===== src/rtl/ssd_pkg.sv =====
// Shared constants for the seven-segment scan driver: active-low segment
// patterns (a..g in bits 0..6), anode idle value and digit slot encoding.
package ssd_pkg;

  localparam int NUM_DIGITS = 4;

  localparam logic [6:0] SEG_0     = 7'b1000000;
  localparam logic [6:0] SEG_1     = 7'b1111001;
  localparam logic [6:0] SEG_2     = 7'b0100100;
  localparam logic [6:0] SEG_3     = 7'b0110000;
  localparam logic [6:0] SEG_4     = 7'b0011001;
  localparam logic [6:0] SEG_5     = 7'b0010010;
  localparam logic [6:0] SEG_6     = 7'b0000010;
  localparam logic [6:0] SEG_7     = 7'b1111000;
  localparam logic [6:0] SEG_8     = 7'b0000000;
  localparam logic [6:0] SEG_9     = 7'b0010000;
  localparam logic [6:0] SEG_DASH  = 7'b0111111;
  localparam logic [6:0] SEG_BLANK = 7'b1111111;

  localparam logic [3:0] ANODES_OFF = 4'b1111;

  typedef enum logic [1:0] {
    DIG0 = 2'd0,
    DIG1 = 2'd1,
    DIG2 = 2'd2,
    DIG3 = 2'd3
  } digit_t;

endpackage


===== src/rtl/bcd_to_7seg.sv =====
// Combinational BCD nibble to active-low seven-segment pattern; non-BCD
// codes (A..F) render as a dash.
import ssd_pkg::*;

module bcd_to_7seg (
  input  logic [3:0] i_nibble,
  output logic [6:0] o_seg
);

  always_comb begin
    o_seg = SEG_DASH;
    unique case (i_nibble)
      4'd0:    o_seg = SEG_0;
      4'd1:    o_seg = SEG_1;
      4'd2:    o_seg = SEG_2;
      4'd3:    o_seg = SEG_3;
      4'd4:    o_seg = SEG_4;
      4'd5:    o_seg = SEG_5;
      4'd6:    o_seg = SEG_6;
      4'd7:    o_seg = SEG_7;
      4'd8:    o_seg = SEG_8;
      4'd9:    o_seg = SEG_9;
      default: o_seg = SEG_DASH;
    endcase
  end

endmodule


===== src/rtl/ssd_scan_driver.sv =====
// Basys 3 four-digit seven-segment scan driver with per-frame input snapshot.
// Optional leading-zero blanking is enabled by defining LEADING_ZERO_BLANK_EN.
import ssd_pkg::*;

module ssd_scan_driver #(
  parameter int REFRESH_DIV  = 100_000,
  parameter int GUARD_CYCLES = 4
) (
  input  logic        clk_100MHz,
  input  logic        reset,
  input  logic [15:0] bcd_in,
  input  logic [3:0]  dp_in,
  output logic [3:0]  an,
  output logic [6:0]  seg,
  output logic        dp,
  output logic        frame_tick
);

  localparam int CNT_W = (REFRESH_DIV > 1) ? $clog2(REFRESH_DIV) : 1;

  logic [CNT_W-1:0] r_div_cnt;
  digit_t           r_digit;
  digit_t           w_digit_nxt;
  logic [15:0]      r_bcd_snap;
  logic [3:0]       r_dp_snap;
  logic [3:0]       r_an;
  logic [6:0]       r_seg;
  logic             r_dp;
  logic             r_frame_tick;

  logic             w_slot_wrap;
  logic             w_frame_wrap;
  logic             w_active;
  logic             w_blank;
  logic [3:0]       w_nibble;
  logic [6:0]       w_seg;

  bcd_to_7seg u_dec (
    .i_nibble (w_nibble),
    .o_seg    (w_seg)
  );

  always_ff @(posedge clk_100MHz) begin
    if (reset) r_digit <= DIG0;
    else       r_digit <= w_digit_nxt;
  end

  always_comb begin
    w_slot_wrap  = (r_div_cnt == CNT_W'(REFRESH_DIV - 1));
    w_digit_nxt  = r_digit;
    w_frame_wrap = 1'b0;
    if (w_slot_wrap) begin
      unique case (r_digit)
        DIG0: w_digit_nxt = DIG1;
        DIG1: w_digit_nxt = DIG2;
        DIG2: w_digit_nxt = DIG3;
        DIG3: begin
          w_digit_nxt  = DIG0;
          w_frame_wrap = 1'b1;
        end
        default: w_digit_nxt = DIG0;
      endcase
    end
  end

  always_comb begin
    w_active = (32'(r_div_cnt) >= 32'(GUARD_CYCLES));
    w_nibble = r_bcd_snap[{r_digit, 2'b00} +: 4];
    w_blank  = 1'b0;
`ifdef LEADING_ZERO_BLANK_EN
    // A digit blanks only while every more-significant digit is also zero.
    unique case (r_digit)
      DIG3:    w_blank = (r_bcd_snap[15:12] == 4'd0);
      DIG2:    w_blank = (r_bcd_snap[15:8] == 8'd0);
      DIG1:    w_blank = (r_bcd_snap[15:4] == 12'd0);
      default: w_blank = 1'b0;
    endcase
`else
    w_blank  = 1'b0;
`endif
  end

  always_ff @(posedge clk_100MHz) begin
    if (reset) begin
      r_div_cnt    <= '0;
      r_bcd_snap   <= '0;
      r_dp_snap    <= '0;
      r_frame_tick <= 1'b0;
      r_an         <= ANODES_OFF;
      r_seg        <= SEG_BLANK;
      r_dp         <= 1'b1;
    end else begin
      r_div_cnt    <= w_slot_wrap ? '0 : r_div_cnt + 1'b1;
      r_frame_tick <= w_frame_wrap;
      if (w_frame_wrap) begin
        r_bcd_snap <= bcd_in;
        r_dp_snap  <= dp_in;
      end
      r_an  <= w_active ? ~(4'b0001 << r_digit) : ANODES_OFF;
      r_seg <= w_blank ? SEG_BLANK : w_seg;
      r_dp  <= ~r_dp_snap[r_digit];
    end
  end

  assign an         = r_an;
  assign seg        = r_seg;
  assign dp         = r_dp;
  assign frame_tick = r_frame_tick;

endmodule

===== config.mk =====
export PLATFORM = sky130hd
export DESIGN_NAME = ssd_scan_driver
export DESIGN_NICKNAME = d
export VERILOG_FILES = /design/src/rtl/ssd_pkg.sv /design/src/rtl/bcd_to_7seg.sv /design/src/rtl/ssd_scan_driver.sv
export SDC_FILE = /design/constraint.sdc
export NUM_CORES = 1
export LEC_CHECK = 0
export ABC_AREA = 0
export CAP_MARGIN = 20
export CORE_MARGIN = 3
export CORE_UTILIZATION = 40
export DETAILED_ROUTE_END_ITERATION = 16
export PLACE_DENSITY_LB_ADDON = 0.05
export SLEW_MARGIN = 20
export SYNTH_ARGS = -nofsm -noshare
export SYNTH_HDL_FRONTEND = slang
export SYNTH_SLANG_ARGS = --single-unit

===== constraint.sdc =====
create_clock -name clk_100MHz -period 2.9 [get_ports clk_100MHz]
set_clock_uncertainty 0.2 [all_clocks]
set_input_delay 0.58 -clock clk_100MHz [delete_from_list [all_inputs] [get_ports clk_100MHz]]
set_output_delay 0.58 -clock clk_100MHz [all_outputs]
set_load 0.1 [all_outputs]

# After elaboration in Yosys (flattened, before gate mapping)
# Memories as Yosys holds them, arrays and structs flattened. A register that Yosys moved wholly into a read port is not among the register bits.
# Index checks and enable logic that the tools add are counted.
# classes
n_addsub	1
n_lt_le_gt_ge	2
n_eq_ne	4
n_shift	2
mux	5
bitwise_logic	3
n_reduce_logical	3
# op_table
cell	n
$add 17x1->17 const B	1
$eq 17x17->1 const B	1
$ge 17x3->1 const B	1
$shiftx 16x5->4	1
$pmux 2 s4	1
$eq 2x2->1 const B	2
$not 4->4	1
$reduce_or 2->1	2
$shl 1x2->4 const A	1
$lt 2x3->1 const B	1
$mux 1	3
$bmux 1 s2	1
$eq 2x1->1 const B	1
$logic_not 2->1	1
$not 1->1	2
# word_totals
reg_bits	45
mem_bits_ro	112
in_bits	22
output_inout_bits	13
elab_cells	28
mem_count	1
# mem_list
name	words	width	rd	rd_clocked_by_memory_dff	wr	line_no	source
(name not given)	16	7	1	1	0	bcd_to_7seg.sv:12	unique case (i_nibble)

# Depth between registers and ports, before layout
# depth
word_depth	3
depth_mapped	8

# Cells and area by module
# Synthesis repeated with hierarchy kept, for this count alone.
# hier_totals
cells_unflattened	267
area_unflattened_um2	2487.4
# by_module_without_submodules
module	n_inst	cells_per_inst	area_per_inst_um2	seq_area_each_um2
ssd_scan_driver	1	236	2247.2	1041.0
bcd_to_7seg	1	31	240.2	0.0

# Worst setup path before layout
# No wires, ideal clock.
# synth_timing
path_type	flip-flop to flip-flop
startpoint	reg r_digit[0]
endpoint	reg r_seg[0] (netlist: seg[0])
setup_ps	136
arrival_time_ps	1916
required_ps	2564
slack_ps	648
stages_incl_launch_ff	7
path_buffers	2
synth_period_minus_slack_ps	2252
path_cell_list	dfxtp_1 buf_2 mux4_2 clkbuf_1 or2_2 a21oi_1 o21ai_0
# synth_between
elab_chain_cells	1
# synth_rtl
element	line_no	source
start: declaration	ssd_scan_driver.sv:22	digit_t r_digit;
start signal: assignment	ssd_scan_driver.sv:45	else r_digit <= w_digit_nxt;
$shiftx 16x5->4	ssd_scan_driver.sv:68	w_nibble = r_bcd_snap[{r_digit, 2'b00} +: 4];
end: declaration	ssd_scan_driver.sv:27	logic [6:0] r_seg;
# No other way between the ends.
# A chain may end at the register's enable or synchronous reset.

# Worst setup path in the final report
# layout_timing
startpoint	reg r_div_cnt[14]
endpoint	reg r_div_cnt[11]
# layout_between
elab_chain_cells	2
# layout_rtl
element	line_no	source
start: declaration	ssd_scan_driver.sv:21	logic [CNT_W-1:0] r_div_cnt;
start signal: assignment	ssd_scan_driver.sv:93	r_div_cnt <= w_slot_wrap ? '0 : r_div_cnt + 1'b1;
$eq 17x17->1	ssd_scan_driver.sv:49	w_slot_wrap = (r_div_cnt == CNT_W'(REFRESH_DIV - 1));
$reduce_or 2->1 (no source line)	--	
# No other way between the ends.

==> out/results.txt <==
Status: complete, no violations
Slowest cell on crit path: or4_1
Synth top area share: 0.428
CP Launch Point: r_div_cnt[14]
Reg2Reg Setup Slack: 0.40 ns
Register share of total power: 0.552
Clk network pwr share: 0.372
Final Setup Violations: 0
Routed wire length: 5.46 mm
Share of post-route cells with drive strength above 1: 0.134
Worst EP required: 2.88 ns
CTS tree: built
Number of enable flip-flop cells after synthesis: 0
Yosys reg bits: 52
Worst setup endpoint: r_div_cnt[11]
Cell family with most CP delay: simple AND/OR/NAND/NOR gates
Die height: 84.0 um
DRT antenna net count: 0
Ys async rst share: 0
Synth cell types: 28
Final-report hold violation count: 0
Count leader, synth: dfxtp_1
Synth Flop Type: dfxtp_1
Max VDD drop: 244 uV
DR vias: 2015
Remaining DRCs: 0
Core box area: 0.00571 mm2
Post-synthesis cell area: 0.00243 mm2
Largest net degree at the start of global routing: 30
GP Congestion: 0.789
Yosys warning count: 0
Placed Cells: 355
DPL Wire Length: 3.53 mm
Worst Path Arrival: 2.48 ns
CP max FO: 24
Worst r2r src: r_div_cnt[14]
Post-synthesis sequential area ratio: 0.428
Max Cap Violations: 0
CTS Buffer Depth: 2
Crit-path max cell delay: 0.55 ns
Post-Route Setup TNS: 0 ns
Vias in the first global route: 1796
RSZ-0062 raised after global routing: false
Num CTS Buffers: 5
Gr usage total: 0.154
Root Driver: clkbuf_8
Pins over their slew limit: 0
CTS clk-pin slew, worst paths: 0.09 ns
Post-route cell area: 0.00290 mm2
Std-Cell Rows: 27
Num Clock Sinks: 52
Post-synth top area cell: dfxtp_1
Pwr/cell area: 455 mW/mm2
Internal power: 1.02 mW
Worst Hold Class: flip-flop to flip-flop
Startpoint types: flip-flop
Synth top area cells: dfxtp_1, o31ai_1, nand4_1
Die ar.: 0.00705 mm2
Syn nets: 296
Worst path buffer plus inverter count: 1
Max-slew headroom: 0.583
NumNets Final: 324
Initial antenna violation count: 0
Worst slew pin tran: 0.625 ns
Avg Cell Area, Syn: 9.28 um2
Via density: 5.55
H-tree Lvls: 2
Fin crit period: 2.50 ns
Synth top cells by count: dfxtp_1, a21oi_1, nand4_1
Critical path endpoint category: flip-flop
IO Pins: 35
Hold_buf cts: 0
Syn Inst Count: 262
DR pass1 iterations: 4
Switch Pwr: 299 uW
Cell Count, Final, Fillers Out: 363
Wire per inst: 15.0 um
Buffers on Ports: 34
Worst R2R End: r_div_cnt[11]
R2R cell count: 5
Area grow syn2layout: 19.1%
Logic pwr share: 0.076
Initial Utilization: 0.426
Critical path depth: 5
Critical path, cell by cell: or4_1 -> or4_1 -> buf_4 -> o21bai_4 -> nor2_1
Post-CTS setup buffer count: 0
Crit share post-route: 0.862
Placed Instance Area: 0.00279 mm2
Remaining Overflow, GRT: 0
Post-cts repair resize count: 0
First DRT Iteration DRCs: 230
FMAX: 0.400 GHz
Lkg Pwr: 0.972 nW
Sw Share: 0.227
Most frequent CP cell: or4_1
Crit path kind: flip-flop to flip-flop
N_diodes: 0
Clock Latency Late Sink: 0.31 ns
Global-route wire length before repair: 8.91 mm
Die width: 84.0 um
WHS: 0.271 ns
Pwr Total: 1.32 mW
sequential cells by signal, indices dropped and copies added, names as in the netlist:
signal	cells
an	4
r_dp_snap	4
r_digit	2
r_div_cnt	17
frame_tick	1
r_bcd_snap	16
dp	1
seg	7
power by group through the flow:
stage               logic, mW  registers (mW)  clock network, mW
CTS                     0.101           0.727              0.508
floorplan              0.0216           0.780                  0
global placement       0.0998           0.744                  0
detailed placement      0.100           0.744                  0
finish                 0.0998           0.727              0.489
global route            0.105           0.729              0.528
through the flow:
step,util,worst slack (ns)
floorplan,-,0.648
detailed placement,0.488,0.431
CTS,0.507,0.409
global placement,0.488,0.454
global route,0.507,0.300
finish,0.507,0.400
layout by cell type, fill, tap and decap left out, drive strengths merged, types with 6 or more instances in the layout:
master / netlist / layout
o31ai: 23 / 23
clkdlybuf4s50: 0 / 21
nand2: 12 / 12
nand3: 6 / 6
ha: 12 / 12
buf: 5 / 22
nand4: 26 / 26
dfxtp: 52 / 52
nor2: 16 / 16
clkbuf: 17 / 6
nor4: 7 / 7
inv: 10 / 10
a21oi: 27 / 27
xnor2: 7 / 7
area by class of cell:
cell class / instances / area [um2]
Tap cell: 72 / 90.1
Timing Repair Buffer: 43 / 375
Sequential cell: 52 / 1040
Multi-Input combinational cell: 178 / 1240
Clock inverter: 2 / 35.0
Fill cell: 561 / 2810
Clock buffer: 6 / 72.6
Inverter: 10 / 37.5
worst register-to-register path, delay by kind of cell (launching register included):
family                 cells  cell delay (ns)
DFF                        1             0.35
AOI/OAI and AO/OA          1             0.41
and+or+nand+nor            3             1.19
buffers and inverters      1             0.24
layer usage:
layer	wire, um	vias to the layer above	track usage
met3	217	6	0.0365
met5	0	-	0
met1	2910	952	0.229
met2	2260	44	0.218
li1	-	1013	-
met4	62	0	0.0468
logic make-up after synthesis:
logic type,share of synthesized area
compound gates,0.147
mux,0.0628
flops,0.428
simple gates,0.195
fa+ha+maj,0.0618
xor+xnor,0.0432
buf+inv,0.0623
worst min path at each step:
| stage | startpoint | slack, ns | cells past startpoint | end |
|---|---|---|---|---|
| global placement | r_dp_snap[2] | 0.25 | 2 | r_dp_snap[2] |
| floorplan | r_bcd_snap[10] | 0.24 | 2 | r_bcd_snap[10] |
| finish | r_bcd_snap[6] | 0.27 | 2 | r_bcd_snap[6] |
| CTS | r_bcd_snap[15] | 0.27 | 2 | r_bcd_snap[15] |
| detailed placement | r_bcd_snap[15] | 0.26 | 2 | r_bcd_snap[15] |
| global route | r_bcd_snap[0] | 0.30 | 2 | r_bcd_snap[0] |
Power figures use the tool's default switching activity.
